$ cat src/rtl/ps2_pkg.sv
// Shared PS/2 definitions: transmitter state encoding, common command bytes and the parity helper.
package ps2_pkg;

   typedef enum logic [2:0] {
      ST_IDLE,
      ST_INHIBIT,
      ST_RELEASE,
      ST_SHIFT,
      ST_WAIT_IDLE,
      ST_FAIL
   } Ps2TxState;

   localparam logic [7:0] PS2_CMD_SET_LED = 8'hED;
   localparam logic [7:0] PS2_CMD_RESET   = 8'hFF;
   localparam logic [7:0] PS2_RESP_ACK    = 8'hFA;

   // PS/2 frames carry odd parity: the parity bit makes the count of ones odd.
   function automatic logic odd_parity(input logic [7:0] d);
      return ~^d;
   endfunction

endpackage

$ cat src/rtl/ps2_host_tx_if.sv
// Command handshake between the keyboard controller and the PS/2 host transmitter.
interface ps2_host_tx_if;
   logic       tx_valid;
   logic [7:0] tx_data;
   logic       tx_ready;
   logic       busy;
   logic       tx_done;
   logic       tx_err;

   modport master (
      output tx_valid, tx_data,
      input  tx_ready, busy, tx_done, tx_err
   );

   modport slave (
      input  tx_valid, tx_data,
      output tx_ready, busy, tx_done, tx_err
   );
endinterface

$ cat src/rtl/ps2_line_sync.sv
// Synchroniser for the raw PS/2 clock and data lines with a registered clock falling-edge strobe.
module ps2_line_sync #(
   parameter int SYNC_STAGES = 2
) (
   input  logic clk,
   input  logic sys_rst_n,
   input  logic clk_raw,
   input  logic data_raw,
   output logic clk_sync,
   output logic data_sync,
   output logic clk_fall
);
   logic [SYNC_STAGES-1:0] clk_sr;
   logic [SYNC_STAGES-1:0] data_sr;
   logic                   clk_prev;

   // Idle PS/2 lines float high, so reset to 1 to avoid a false edge on release.
   always_ff @(posedge clk or negedge sys_rst_n) begin
      if (!sys_rst_n) begin
         clk_sr   <= '1;
         data_sr  <= '1;
         clk_prev <= 1'b1;
         clk_fall <= 1'b0;
      end else begin
         clk_sr   <= {clk_sr[SYNC_STAGES-2:0], clk_raw};
         data_sr  <= {data_sr[SYNC_STAGES-2:0], data_raw};
         clk_prev <= clk_sr[SYNC_STAGES-1];
         clk_fall <= clk_prev & ~clk_sr[SYNC_STAGES-1];
      end
   end

   assign clk_sync  = clk_sr[SYNC_STAGES-1];
   assign data_sync = data_sr[SYNC_STAGES-1];
endmodule

$ cat src/rtl/ps2_host_tx.sv
// Host-to-device PS/2 command transmitter: inhibit, start, 8 data bits, odd parity, stop, ACK check.
// Build macro PS2_HOST_TX_RETRY_EN: retry the same byte once after the first NACK or timeout.
module ps2_host_tx
   import ps2_pkg::*;
#(
   parameter int CLK_FREQ_HZ = 100000000,
   parameter int INHIBIT_US  = 120,
   parameter int TIMEOUT_US  = 15000,
   parameter int SYNC_STAGES = 2
) (
   input  logic         clk,
   input  logic         sys_rst_n,
   ps2_host_tx_if.slave host,
   input  logic         ps2_clk_in,
   input  logic         ps2_data_in,
   output logic         ps2_clk_oe,
   output logic         ps2_data_oe
);
   // state        | meaning
   // ST_IDLE      | ready for a command byte
   // ST_INHIBIT   | clock held low INH cycles, start bit on the last one
   // ST_RELEASE   | clock released, start bit still driven, timers armed
   // ST_SHIFT     | one bit per device falling edge, ACK sampled on edge 11
   // ST_WAIT_IDLE | ACK seen, waiting for both lines high
   // ST_FAIL      | lines released, NACK or timeout reported (or retried)

   localparam int INH   = CLK_FREQ_HZ / 1000000 * INHIBIT_US;
   localparam int TMO   = CLK_FREQ_HZ / 1000000 * TIMEOUT_US;
   localparam int INH_W = (INH > 1) ? $clog2(INH) : 1;
   localparam int TMO_W = $clog2(TMO + 1);

   Ps2TxState        state;
   Ps2TxState        state_nxt;
   logic [7:0]       tx_byte;
   logic             parity;
   logic [INH_W-1:0] inh_cnt;
   logic [TMO_W-1:0] tmo_cnt;
   logic [3:0]       bit_cnt;
   logic [2:0]       bit_idx;
   logic             run_q;
   logic             done_q;
   logic             clk_sync;
   logic             data_sync;
   logic             clk_fall;
   logic             accept;
   logic             inh_last;
   logic             tmo_hit;
   logic             retry_go;
   logic             shift_bit;

   ps2_line_sync #(
      .SYNC_STAGES (SYNC_STAGES)
   ) u_line_sync (
      .clk       (clk),
      .sys_rst_n (sys_rst_n),
      .clk_raw   (ps2_clk_in),
      .data_raw  (ps2_data_in),
      .clk_sync  (clk_sync),
      .data_sync (data_sync),
      .clk_fall  (clk_fall)
   );

   assign accept   = (state == ST_IDLE) && run_q && host.tx_valid;
   assign inh_last = (inh_cnt == '0);
   assign tmo_hit  = (tmo_cnt == TMO_W'(TMO));
   assign bit_idx  = 3'(bit_cnt - 4'd1);

`ifdef PS2_HOST_TX_RETRY_EN
   logic retry_q;

   always_ff @(posedge clk or negedge sys_rst_n) begin
      if (!sys_rst_n)
         retry_q <= 1'b0;
      else if (state == ST_IDLE)
         retry_q <= 1'b0;
      else if (retry_go)
         retry_q <= 1'b1;
   end

   assign retry_go = (state == ST_FAIL) && !retry_q;
`else
   assign retry_go = 1'b0;
`endif

   // Line value for the current bit: start, LSB-first data, parity, then released for stop/ACK.
   always_comb begin
      shift_bit = 1'b0;
      if (bit_cnt == 4'd0)
         shift_bit = 1'b1;
      else if (bit_cnt <= 4'd8)
         shift_bit = ~tx_byte[bit_idx];
      else if (bit_cnt == 4'd9)
         shift_bit = ~parity;
   end

   always_ff @(posedge clk or negedge sys_rst_n) begin
      if (!sys_rst_n)
         state <= ST_IDLE;
      else
         state <= state_nxt;
   end

   always_comb begin
      state_nxt   = state;
      ps2_clk_oe  = 1'b0;
      ps2_data_oe = 1'b0;
      unique case (state)
         ST_IDLE: begin
            if (accept)
               state_nxt = ST_INHIBIT;
         end
         ST_INHIBIT: begin
            ps2_clk_oe = 1'b1;
            if (inh_last) begin
               ps2_data_oe = 1'b1;
               state_nxt   = ST_RELEASE;
            end
         end
         ST_RELEASE: begin
            ps2_data_oe = 1'b1;
            state_nxt   = ST_SHIFT;
         end
         ST_SHIFT: begin
            ps2_data_oe = shift_bit;
            if (tmo_hit)
               state_nxt = ST_FAIL;
            else if (clk_fall && (bit_cnt == 4'd10))
               state_nxt = data_sync ? ST_FAIL : ST_WAIT_IDLE;
         end
         ST_WAIT_IDLE: begin
            if (tmo_hit)
               state_nxt = ST_FAIL;
            else if (clk_sync && data_sync)
               state_nxt = ST_IDLE;
         end
         ST_FAIL: begin
            state_nxt = retry_go ? ST_INHIBIT : ST_IDLE;
         end
         default: state_nxt = ST_IDLE;
      endcase
   end

   // tmo_cnt counts the release cycle as 1, so FAIL lands exactly TMO cycles after release.
   always_ff @(posedge clk or negedge sys_rst_n) begin
      if (!sys_rst_n) begin
         run_q   <= 1'b0;
         done_q  <= 1'b0;
         tx_byte <= '0;
         parity  <= 1'b0;
         inh_cnt <= '0;
         tmo_cnt <= '0;
         bit_cnt <= '0;
      end else begin
         run_q  <= 1'b1;
         done_q <= (state == ST_WAIT_IDLE) && (state_nxt == ST_IDLE);
         if (accept) begin
            tx_byte <= host.tx_data;
            parity  <= odd_parity(host.tx_data);
         end
         if (accept || retry_go)
            inh_cnt <= INH_W'(INH - 1);
         else if ((state == ST_INHIBIT) && !inh_last)
            inh_cnt <= inh_cnt - 1'b1;
         if (state == ST_INHIBIT) begin
            tmo_cnt <= TMO_W'(1);
            bit_cnt <= '0;
         end else if (state inside {ST_RELEASE, ST_SHIFT, ST_WAIT_IDLE}) begin
            if (!tmo_hit)
               tmo_cnt <= tmo_cnt + 1'b1;
            if ((state == ST_SHIFT) && clk_fall && (bit_cnt != 4'd11))
               bit_cnt <= bit_cnt + 4'd1;
         end
      end
   end

   assign host.tx_ready = (state == ST_IDLE) && run_q;
   assign host.busy     = (state != ST_IDLE);
   assign host.tx_done  = done_q;
   assign host.tx_err   = (state == ST_FAIL) && !retry_go;
endmodule

$ cat src/flat_wrapper.sv
// flat-port wrapper written by rule: the top's interface ports become plain ports
module ps2_host_tx_flat import ps2_pkg::*;
#(
   parameter int CLK_FREQ_HZ = 100000000,
   parameter int INHIBIT_US  = 120,
   parameter int TIMEOUT_US  = 15000,
   parameter int SYNC_STAGES = 2
)
  (clk, sys_rst_n, ps2_clk_in, ps2_data_in, ps2_clk_oe, ps2_data_oe, host_tx_valid, host_tx_data, host_tx_ready, host_busy, host_tx_done, host_tx_err);
  ps2_host_tx_if host_i ();
  input  logic clk;
  input  logic sys_rst_n;
  input  logic ps2_clk_in;
  input  logic ps2_data_in;
  output logic ps2_clk_oe;
  output logic ps2_data_oe;
  input wire logic [$bits(host_i.tx_valid)-1:0] host_tx_valid;
  input wire logic [$bits(host_i.tx_data)-1:0] host_tx_data;
  output wire logic [$bits(host_i.tx_ready)-1:0] host_tx_ready;
  output wire logic [$bits(host_i.busy)-1:0] host_busy;
  output wire logic [$bits(host_i.tx_done)-1:0] host_tx_done;
  output wire logic [$bits(host_i.tx_err)-1:0] host_tx_err;
  assign host_i.tx_valid = host_tx_valid;
  assign host_i.tx_data = host_tx_data;
  assign host_tx_ready = host_i.tx_ready;
  assign host_busy = host_i.busy;
  assign host_tx_done = host_i.tx_done;
  assign host_tx_err = host_i.tx_err;
  ps2_host_tx #(.CLK_FREQ_HZ(CLK_FREQ_HZ), .INHIBIT_US(INHIBIT_US), .TIMEOUT_US(TIMEOUT_US), .SYNC_STAGES(SYNC_STAGES)) u_core (.clk(clk), .sys_rst_n(sys_rst_n), .host(host_i), .ps2_clk_in(ps2_clk_in), .ps2_data_in(ps2_data_in), .ps2_clk_oe(ps2_clk_oe), .ps2_data_oe(ps2_data_oe));
endmodule
$ cat config.mk
export PLATFORM = sky130hd
export DESIGN_NAME = ps2_host_tx_flat
export DESIGN_NICKNAME = d
export VERILOG_FILES = /design/src/rtl/ps2_pkg.sv /design/src/rtl/ps2_host_tx_if.sv /design/src/rtl/ps2_line_sync.sv /design/src/rtl/ps2_host_tx.sv /design/src/flat_wrapper.sv
export SDC_FILE = /design/constraint.sdc
export NUM_CORES = 1
export LEC_CHECK = 0
export ABC_AREA = 1
export CORE_MARGIN = 2
export CORE_UTILIZATION = 65
export CTS_CLUSTER_SIZE = 24
export DETAILED_ROUTE_END_ITERATION = 7
export PLACE_DENSITY = 0.83
export SLEW_MARGIN = 30
export SYNTH_ARGS = -nofsm -noshare
export SYNTH_HDL_FRONTEND = slang
export SYNTH_SLANG_ARGS = --single-unit
export TNS_END_PERCENT = 1
$ cat constraint.sdc
create_clock -name clk -period 2.7 [get_ports clk]
set_input_delay 0.405 -clock clk [delete_from_list [all_inputs] [get_ports clk]]
set_output_delay 0.405 -clock clk [all_outputs]
set_load 0.005 [all_outputs]
==> results.md, run 1 <==
* Outcome: finished, final reports clean
* Final Hold Viols at 0
* Vias in the first global route at around 3300
* Post-Synth XOR/XNOR Area at under 10%
* Net switching fraction of the power at between 20 and 25%
* Core area at roughly 5400 µm²
* Area share of the leading cell type in the synthesized netlist at roughly 38%
* Max layer used: met4
* Synthesized-area fraction occupied by ao, oa, aoi and oai cells at slightly below 10%
* Total inserted antenna cells at 0
* Clock tree buffer depth at 2
* Inserted Clock Buffers at 9
* Util after Layout at around 75%
* Number of distinct standard cells referenced by the synthesized netlist at 31
* Max-slew headroom at 49.7%
* Arr. time, crit path at roughly 2.2 ns
* Power Dens Cells at between 400 and 500 nW/µm²
* Routability congestion estimate from global placement at around 0.88
* Starting DRC count in detailed routing at between 200 and 300
* GRT Util Overall at about 30%
* Met3 Routed Length at roughly 400 µm
* X dimension of the die at a little under 80 µm
* Antenna Nets Post-Route at 0
* Rows at 27
* Mux share of post-synthesis cell area at 0%
* Setup ws final at ~0.13 ns
* TritonCTS clock tree: built
* Floorplan die height at 78.3 µm
* Final setup violating endpoints at 0
* Number of violations of the max-capacitance limit at 0
* Part of the power in the clock network at between 40% and 50%
* Sinks on the clock net at 59
* First-pass GRT wire length at between 10000 and 15000 µm
* Length of routed wiring on met1 at roughly 3700 µm
* Final-report max-slew violation count at 0
* Upper clock frequency limit at 389 MHz
* CTS HTree Levels at 3
* Flop pwr share at between 50% and 60%
* Maximum VDD drop at between 0.0003 and 0.0004 V
* Placed cell area at around 3800 µm²
* Area delta synth->final at 12.9%
* Total met2 wirelength after detailed routing at ~4400 µm
* Remaining Overflow, GRT at 0
* Worst Path Max Fanout at 7
* Largest net degree at the start of global routing at 60
* Fraction of layout cells with a size suffix above 1 at around a tenth
* Hold_ws at ~0.2 ns
* Worst flop-to-flop path endpoint: u_core.inh_cnt[12]$_DFFE_PN0P_
* Non-filler cells, final at ~610
* Ratio of final minimum period to clock period at 95.3%
* Leading area contributor after synthesis: sky130_fd_sc_hd__dfrtp_1
* Post-route DRC violation count at 0
* Type of origin of the critical path: flop
* Post-DP HPWL at 6100 µm
* Share of synthesized area occupied by flip-flops and latches at about two fifths
* Top post-synthesis cells by area: sky130_fd_sc_hd__dfrtp_1, sky130_fd_sc_hd__nand2_1, sky130_fd_sc_hd__nor2_1
* Antenna violations before repair at 0
* Post-route cell area at roughly 4000 µm²
* Initial Util at between 60% and 70%
* Routed wire per std cell at approximately 14 µm
* Critical path endpoint category: output pin
* Full die area at approximately 6100 µm²
* Cell area after synthesis at between 3000 and 4000 µm²
* Total nets after synthesis at 521
* Tightest Hold Check Type: input port to async pin
* Total vias in the final route at approximately 3400
* Cell count after synthesis at 501
* Critical path class: flop to output pin
* Mean instance size in the synthesized netlist at 7.17 µm²
* Combinational share of power at ~3.2%
* # IOs at 19
* Buffer type at the clock tree root: sky130_fd_sc_hd__clkbuf_8
* Top library cells by usage in the layout, fill and taps aside: sky130_fd_sc_hd__nand2_1, sky130_fd_sc_hd__nor2_1, sky130_fd_sc_hd__dfrtp_1
* Sum of negative setup slack at 0 ns
* Worst slack at placement at around 0.31 ns
* Reg-to-reg setup timing slack at approximately 0.70 ns
* FF-to-FF Start: u_core.state[0]$_DFF_PN0_
* Flip-flop and latch count after synthesis at between 50 and 60
* Cells on worst reg2reg path at 8
* Total power at about 1.8 mW
* Final critical path time including I/O delays and setup at 2.57 ns
* Post-synthesis simple-gate area fraction at a little over a third
* Detailed-routing iteration count for the pre-antenna-repair pass at 6
* Most common cell after layout, fill and taps aside: sky130_fd_sc_hd__nand2_1
* Sw power at between 300 and 400 µW
* Count of buffers from port buffering at 18
* Cts hold-fix bufs at 0
* Placed Instances at roughly 600
* Setup clock skew after layout at 0.0105 ns
* Endpoint required time on the critical path at ~2.3 ns
* Adder-cell share of the synthesized area at under 10%
* Via density at 5.67
* Clock slew at reported path FFs at ~0.070 ns
* Dominant combinational cell family by area after synthesis: simple AND/OR/NAND/NOR gates
* Internal at about 1.4 mW
* Synth warnings at 0
* Total wire length at slightly below 9000 µm
* Worst slew pin tran at roughly 0.75 ns
* Leakage power at between 1.5 and 2 nW
* Net count, final at 548
* Worst-skew pair later-pin latency at roughly 0.34 ns
-- worst max-delay path: stages (launching register included) --
cell                              delay, ns
sky130_fd_sc_hd__dfrtp_2               0.47
sky130_fd_sc_hd__inv_4                 0.11
sky130_fd_sc_hd__ha_4                  0.21
sky130_fd_sc_hd__inv_1                 0.08
sky130_fd_sc_hd__o21ai_0               0.11
sky130_fd_sc_hd__o22ai_1               0.18
sky130_fd_sc_hd__nand2_1               0.07
sky130_fd_sc_hd__nand3_1               0.08
sky130_fd_sc_hd__nand2_1               0.07
sky130_fd_sc_hd__clkdlybuf4s50_1       0.44
-- area by class of cell --
| class | instances | area [µm²] |
|---|---|---|
| multi-input cells | 380 | 1850 |
| clock buffers | 14 | 163 |
| inverters | 53 | 201 |
| repair buffers | 25 | 228 |
| flip-flops and latches | 59 | 1480 |
| well taps | 72 | 90.1 |
| fillers | 410 | 1350 |
| clock inverters | 2 | 35.0 |
-- state kept, by name (all words and copies together), names as in the netlist --
signal                       count
u_core.run_q                     1
u_core.tx_byte                   8
u_core.tmo_cnt                  21
u_core.u_line_sync.clk_fall      1
u_core.bit_cnt                   4
u_core.inh_cnt                  14
u_core.u_line_sync.data_sr       2
u_core.state                     3
u_core.host.tx_done              1
u_core.parity                    1
u_core.u_line_sync.clk_sr        2
u_core.u_line_sync.clk_prev      1
-- power groups by stage --
stage	clock, mW	combinational, mW	sequential (mW)
floorplan	0	0.0183	0.910
global placement	0	0.0562	0.911
detailed placement	0	0.0577	0.911
CTS	0.840	0.0579	0.895
global route	0.881	0.0657	0.895
finish	0.835	0.0570	0.895
-- cells by family (layout without fill, tap and decap cells) --
logic type | Yosys count | count (layout)
other | 1 | 1
and+or+nand+nor | 298 | 298
DFF | 59 | 59
buffers and inverters | 62 | 94
xor gates and xnor gates | 14 | 14
adders and majority gates | 7 | 7
AOI/OAI and AO/OA | 60 | 60
-- layer usage --
metal  vias up  global-route usage (%)
li1       1666                       -
met1      1598                    36.1
met2       137                    53.7
met3        32                    4.60
met5         -                       0
met4         0                    13.0
-- what timing repair did --
action	CTS	global route
buffers inserted	0	3
gates resized for setup	2	5
endpoints found under the setup margin	1	1
pin swaps	0	1
-- worst max-delay path by stage --
stage	start	end
final	u_core.bit_cnt[0]$_DFFE_PN0P_	ps2_data_oe
after global routing	u_core.bit_cnt[0]$_DFFE_PN0P_	ps2_data_oe
after CTS	u_core.bit_cnt[0]$_DFFE_PN0P_	ps2_data_oe
after detailed placement	u_core.bit_cnt[0]$_DFFE_PN0P_	ps2_data_oe
after global placement	u_core.bit_cnt[0]$_DFFE_PN0P_	ps2_data_oe
after floorplan	u_core.bit_cnt[0]$_DFFE_PN0P_	ps2_data_oe
-- synth_stat cells --
master                       n
sky130_fd_sc_hd__buf_6       3
sky130_fd_sc_hd__clkbuf_8    1
sky130_fd_sc_hd__o21ai_0    25
sky130_fd_sc_hd__nand3b_1    2
sky130_fd_sc_hd__buf_2       2
sky130_fd_sc_hd__dfrtp_1    54
sky130_fd_sc_hd__dfstp_2     5
sky130_fd_sc_hd__o211ai_1    1
sky130_fd_sc_hd__nand2_1   157
sky130_fd_sc_hd__nor3_1      7
sky130_fd_sc_hd__nand3_2     2
sky130_fd_sc_hd__nor2_2      3
sky130_fd_sc_hd__nand2_2     3
sky130_fd_sc_hd__o21ai_2    11
sky130_fd_sc_hd__nand4_1    12
sky130_fd_sc_hd__inv_2       1
sky130_fd_sc_hd__buf_1       1
sky130_fd_sc_hd__ha_1        7
sky130_fd_sc_hd__buf_8       1
sky130_fd_sc_hd__xnor2_1     6
sky130_fd_sc_hd__nand2_4     1
sky130_fd_sc_hd__conb_1      1
sky130_fd_sc_hd__o21ai_1    11
sky130_fd_sc_hd__a21oi_1     5
sky130_fd_sc_hd__inv_1      52
sky130_fd_sc_hd__o22ai_1     4
sky130_fd_sc_hd__o21bai_1    3
sky130_fd_sc_hd__nand3_1    47
sky130_fd_sc_hd__clkbuf_1    1
sky130_fd_sc_hd__nor2_1     64
sky130_fd_sc_hd__xor2_1      8
Note: power is estimated with default switching activity, not from simulation.
==> inputs of run 2 (changes only) <==
--- a/config.mk
+++ b/config.mk
@@ -6,11 +6,13 @@
 export NUM_CORES = 1
 export LEC_CHECK = 0
 export ABC_AREA = 1
+export CAP_MARGIN = 40
 export CORE_MARGIN = 2
 export CORE_UTILIZATION = 65
 export CTS_CLUSTER_SIZE = 24
 export DETAILED_ROUTE_END_ITERATION = 7
 export PLACE_DENSITY = 0.83
+export SETUP_SLACK_MARGIN = 0.1
 export SLEW_MARGIN = 30
 export SYNTH_ARGS = -nofsm -noshare
 export SYNTH_HDL_FRONTEND = slang
==> run 2 against run 1 <==
Compared with the run above:
- setup slack better by 0.054 ns
- critical path depth stayed put
- count of clock-buffer cells in the layout stayed put
- hold slack better by 0.15 ns
- clock skew hardly changed
- largest cell class unchanged
- via count is 0.99% higher
- core utilization is 1.2 points higher
==> results.md, run 2 (synthesized netlist as in run 1, its figures left out) <==
* Final-report max-slew violation count at 0 (unchanged)
* Arr. time, crit path at 2.11 ns (-0.06 ns)
* Leakage power at 1.84 nW (+1.6%)
* Detailed-routing iteration count for the pre-antenna-repair pass at 5 (-1)
* Power Dens Cells at 436 nW/µm² (-1.0%)
* Final setup violating endpoints at 0 (unchanged)
* Post-DP HPWL at 6100 µm (unchanged)
* Total wire length at 8740 µm (+0.61%)
* Antenna violations before repair at 0 (unchanged)
* First-pass GRT wire length at 14500 µm (unchanged)
* Routed wire per std cell at 14.3 µm (-0.21%)
* Sum of negative setup slack at 0 ns (unchanged)
* Worst Path Max Fanout at 4 (-3)
* Area delta synth->final at 14.7%
* Critical path class: flop to output pin
* TritonCTS clock tree: built
* Util after Layout at 76.2% (+1.2 points)
* Largest registers: u_core.tmo_cnt: 21 flops, u_core.inh_cnt: 14 flops, u_core.tx_byte: 8 flops
* Full die area at 6130 µm² (unchanged)
* RSZ-0062 raised after global routing: no
* Endpoint required time on the critical path at 2.30 ns (about the same)
* Core area at 5410 µm² (unchanged)
* Tightest Hold Check Type: flop to flop
* Fraction of layout cells with a size suffix above 1 at 11.2% (+1.4 points)
* Top library cells by usage in the layout, fill and taps aside: sky130_fd_sc_hd__nand2_1, sky130_fd_sc_hd__nor2_1, sky130_fd_sc_hd__dfrtp_1
* Buffer type at the clock tree root: sky130_fd_sc_hd__clkbuf_8
* FF-to-FF Start: u_core.state[0]$_DFF_PN0_
* Inserted Clock Buffers at 9 (unchanged)
* Hold depth at 0
* Placed Instances at 586 (unchanged)
* Critical path endpoint category: output pin
* # IOs at 19 (unchanged)
* Rows at 27 (unchanged)
* Layout fillers at 406 (-0.98%)
* Count of buffers from port buffering at 18 (unchanged)
* Flip-flop count of the largest register, all copies and words added at 21 (unchanged)
* CTS HTree Levels at 3 (unchanged)
* Floorplan die height at 78.3 µm (unchanged)
* Clock tree buffer depth at 2 (unchanged)
* Final critical path time including I/O delays and setup at 2.52 ns (-0.0543 ns)
* Non-filler cells, final at 610 (+0.83%)
* Maximum VDD drop at 0.000336 V (+0.39%)
* Antenna Nets Post-Route at 0 (unchanged)
* Via density at 5.68 (+0.16%)
* Worst flop-to-flop path endpoint: u_core.inh_cnt[12]$_DFFE_PN0P_
* Hold path startpoint: u_core.u_line_sync.data_sr[0]$_DFF_PN1_
* Most common cell after layout, fill and taps aside: sky130_fd_sc_hd__nand2_1
* GRT Util Overall at 30.1% (about the same)
* Setup clock skew after layout at 0.0108 ns (+0.000273 ns)
* Setup ws final at 0.182 ns (+0.0543 ns)
* Post-route DRC violation count at 0 (unchanged)
* Sinks on the clock net at 59 (unchanged)
* Cells on worst reg2reg path at 8 (unchanged)
* Worst slack at placement at 0.314 ns (unchanged)
* Routability congestion estimate from global placement at 0.880 (unchanged)
* Net count, final at 553 (+0.91%)
* Total vias in the final route at 3467 (+0.99%)
* Final Hold Viols at 0 (unchanged)
* Reg area at 1480 µm² (unchanged)
* Vias in the first global route at 3288 (+0.12%)
* Outcome: finished, final reports clean
* Sink of the worst hold path: u_core.u_line_sync.data_sr[1]$_DFF_PN1_
* Top reg by flops: u_core.tmo_cnt
* Area of combinational cells with multiple inputs at 1860 µm² (+0.13%)
* Starting DRC count in detailed routing at 287 (+12%)
* Ratio of final minimum period to clock period at 93.3% (-2.0 points)
* Reg-to-reg setup timing slack at 0.70 ns (about the same)
* Total inserted antenna cells at 0 (unchanged)
* Number of violations of the max-capacitance limit at 0 (unchanged)
* Largest net degree at the start of global routing at 60 (unchanged)
* X dimension of the die at 78.3 µm (unchanged)
* Upper clock frequency limit at 397 MHz (+2.2%)
* Clock slew at reported path FFs at 0.07 ns (about the same)
* Remaining Overflow, GRT at 0 (unchanged)
* Worst-skew pair later-pin latency at 0.34 ns (about the same)
* Type of origin of the critical path: flop
* Initial Util at 66.4% (unchanged)
* Hold_ws at 0.356 ns (+0.155 ns)
[run 2: cell types whose count changed in the layout (fill, tap and decap cells not counted)]
cell                            before  now
sky130_fd_sc_hd__nor2_1             64   63
sky130_fd_sc_hd__inv_2               2    5
sky130_fd_sc_hd__buf_16              0    1
sky130_fd_sc_hd__nor2_2              3    4
sky130_fd_sc_hd__inv_1              50   47
sky130_fd_sc_hd__dlygate4sd3_1       0    1
sky130_fd_sc_hd__buf_4               7   10
[run 2: layout make-up]
class	count	share of cell area, %
Tap cell	72	2.19
Clock inverter	2	0.851
Clock buffer	14	3.95
Timing Repair Buffer	30	6.99
Multi-Input combinational cell	380	45.1
Inverter	53	4.89
Sequential cell	59	36.0
[run 2: power by group]
group	leakage, nW	internal [mW]	switching [mW]
combinational	0.993	0.0307	0.0326
sequential	0.751	0.892	0.00285
clock	0.101	0.477	0.361
[run 2: how the worst max path moves through the flow]
stage	from	endpoint	slack, ns	depth (start not counted)
2_1_floorplan	u_core.bit_cnt[0]$_DFFE_PN0P_	ps2_data_oe	0.98	8
4_1_cts	u_core.inh_cnt[0]$_DFFE_PN0P_	ps2_data_oe	0.10	9
3_3_place_gp	u_core.bit_cnt[0]$_DFFE_PN0P_	ps2_data_oe	0.47	9
5_1_grt	u_core.bit_cnt[1]$_DFFE_PN0P_	ps2_data_oe	0.06	9
6_report	u_core.bit_cnt[1]$_DFFE_PN0P_	ps2_data_oe	0.18	9
3_5_place_dp	u_core.bit_cnt[0]$_DFFE_PN0P_	ps2_data_oe	0.31	9
[run 2: worst max-delay path, stage by stage, from the launching register on]
cell,delay (ns)
sky130_fd_sc_hd__dfrtp_1,0.40
sky130_fd_sc_hd__inv_2,0.12
sky130_fd_sc_hd__ha_4,0.22
sky130_fd_sc_hd__inv_2,0.06
sky130_fd_sc_hd__o21ai_0,0.10
sky130_fd_sc_hd__o22ai_1,0.20
sky130_fd_sc_hd__nand2_1,0.08
sky130_fd_sc_hd__nand3_1,0.08
sky130_fd_sc_hd__nand2_1,0.07
sky130_fd_sc_hd__clkdlybuf4s50_1,0.44
[run 2: metal layers]
layer / track usage [%] / vias up / part of all wire, % / wire (µm)
li1: - / 1671 / - / -
met1: 36.1 / 1634 / 41 / 3600
met2: 53.8 / 135 / 52 / 4510
met3: 4.60 / 27 / 5.0 / 437
met4: 13.0 / 0 / 2.3 / 199
met5: 0 / - / 0 / 0
[run 2: what timing repair did]
item | in CTS | in global routing
setup buffers | 1 | 5
cloned | 0 | 0
setup endpoints to repair | 1 | 1
hold buffers | 0 | 1
pin swaps | 0 | 1
resized for setup | 2 | 9
hold endpoints to repair | 0 | 7
[run 2: stage by stage]
step / total power, mW / area (µm²)
after CTS: 1.79 / 4010
after global routing: 1.85 / 4120
after detailed placement: 0.969 / 3810
after floorplan: 0.929 / 3590
after global placement: 0.967 / 3810
final: 1.80 / 4120
==> variant, RTL diff (settings of run 1) <==
Compare `bit_cnt` against `4'd9` with >= in place of ==.
--- a/src/rtl/ps2_host_tx.sv
+++ b/src/rtl/ps2_host_tx.sv
@@ -90,5 +90,5 @@
       else if (bit_cnt <= 4'd8)
          shift_bit = ~tx_byte[bit_idx];
-      else if (bit_cnt == 4'd9)
+      else if (bit_cnt >= 4'd9)
          shift_bit = ~parity;
    end
Formal check against the unedited RTL: no difference found for any inputs over 10 cycles, from zero or initial values and one cycle with sys_rst_n low; that may be too few to reach the edited logic, so the function may still have changed.
==> variant against run 1 <==
Critical path type unchanged; utilization rose by 0.62 points; first-iteration DRC count down 11%; critical endpoint unchanged; sequential cell count is the same; total power up 2.9%; area after synthesis fell by 0.38%; wire length is 6.8% lower; hold slack improved by 0.15 ns; largest power group unchanged; worst setup slack gained 0.019 ns; highest routed layer unchanged; final area grew 0.83%.
==> variant: results <==
# TYPE chip_impl_metric gauge
chip_impl_info{name="status",value="finished, final reports clean"} 1
chip_impl_metric{name="globalplace.congestion",unit=""} 0.902
chip_impl_metric{name="synth-compound-area-share",unit="%"} 8.95
chip_impl_metric{name="final_core_occ",unit="%"} 75.6
chip_impl_metric{name="instances_no_fill",unit=""} 602
chip_impl_metric{name="global_route.usage.met3",unit="%"} 5.98
chip_impl_metric{name="syn-mean-instance-area",unit="µm²"} 7.21
chip_impl_metric{name="grt.met1_usage",unit="%"} 37.3
chip_impl_metric{name="critical_path_arrival",unit="ns"} 2.15
chip_impl_metric{name="synth_cell_type_count",unit=""} 32
chip_impl_metric{name="hpwl_reported_at_the_end_of_detailed_placement",unit="mm"} 5.65
chip_impl_metric{name="detailedRoute.firstIterationViolations",unit=""} 229
chip_impl_metric{name="dp_slack",unit="ns"} 0.380
chip_impl_metric{name="post_synth_fa_ha_maj_area_fraction",unit="%"} 2.10
chip_impl_metric{name="cts-resized-gates",unit=""} 0
chip_impl_metric{name="layout.nets",unit=""} 544
chip_impl_metric{name="power.static_leakage",unit="nW"} 1.85
chip_impl_metric{name="global_route_wire_length_before_repair",unit="mm"} 13.9
chip_impl_metric{name="grtUsageTotal",unit="%"} 28.8
chip_impl_metric{name="synth_sequential_area_ratio",unit="%"} 41.4
chip_impl_metric{name="crit_fanout",unit=""} 6
chip_impl_metric{name="wl_met1",unit="mm"} 3.61
chip_impl_info{name="main_area_contributors_after_synthesis",value="dfrtp_1, nand2_1, nand3_1"} 1
chip_impl_metric{name="synth.net_count",unit=""} 515
chip_impl_metric{name="post-place-cells",unit=""} 582
chip_impl_metric{name="fillCellCount",unit=""} 406
variant: where the power goes:
group,leakage [nW],internal [mW],switching (mW)
clock,0.116,0.527,0.356
sequential,0.724,0.892,0.00248
combinational,1.01,0.0277,0.0337
total,1.85,1.45,0.392
variant: path summary, 6_finish.rpt:
check / endpoint / slack, ns / from
min in group asynchronous: u_core.tx_byte[4] / 0.45 / sys_rst_n
worst min register to register: u_core.u_line_sync.data_sr[1] / 0.36 / u_core.u_line_sync.data_sr[0]
max in group asynchronous: u_core.tmo_cnt[11] / 1.57 / sys_rst_n
worst max-delay path: ps2_data_oe / 0.15 / u_core.inh_cnt[1]
worst max register to register: u_core.tmo_cnt[0] / 0.86 / u_core.tmo_cnt[0]
worst min-delay path: u_core.u_line_sync.data_sr[1] / 0.36 / u_core.u_line_sync.data_sr[0]
variant: area by class of cell:
type	instances	area share, %
clock inverters	3	1.07
flip-flops and latches	59	36.3
multi-input cells	365	44.2
inverters	63	5.84
repair buffers	27	6.00
clock buffers	13	4.38
well taps	72	2.20
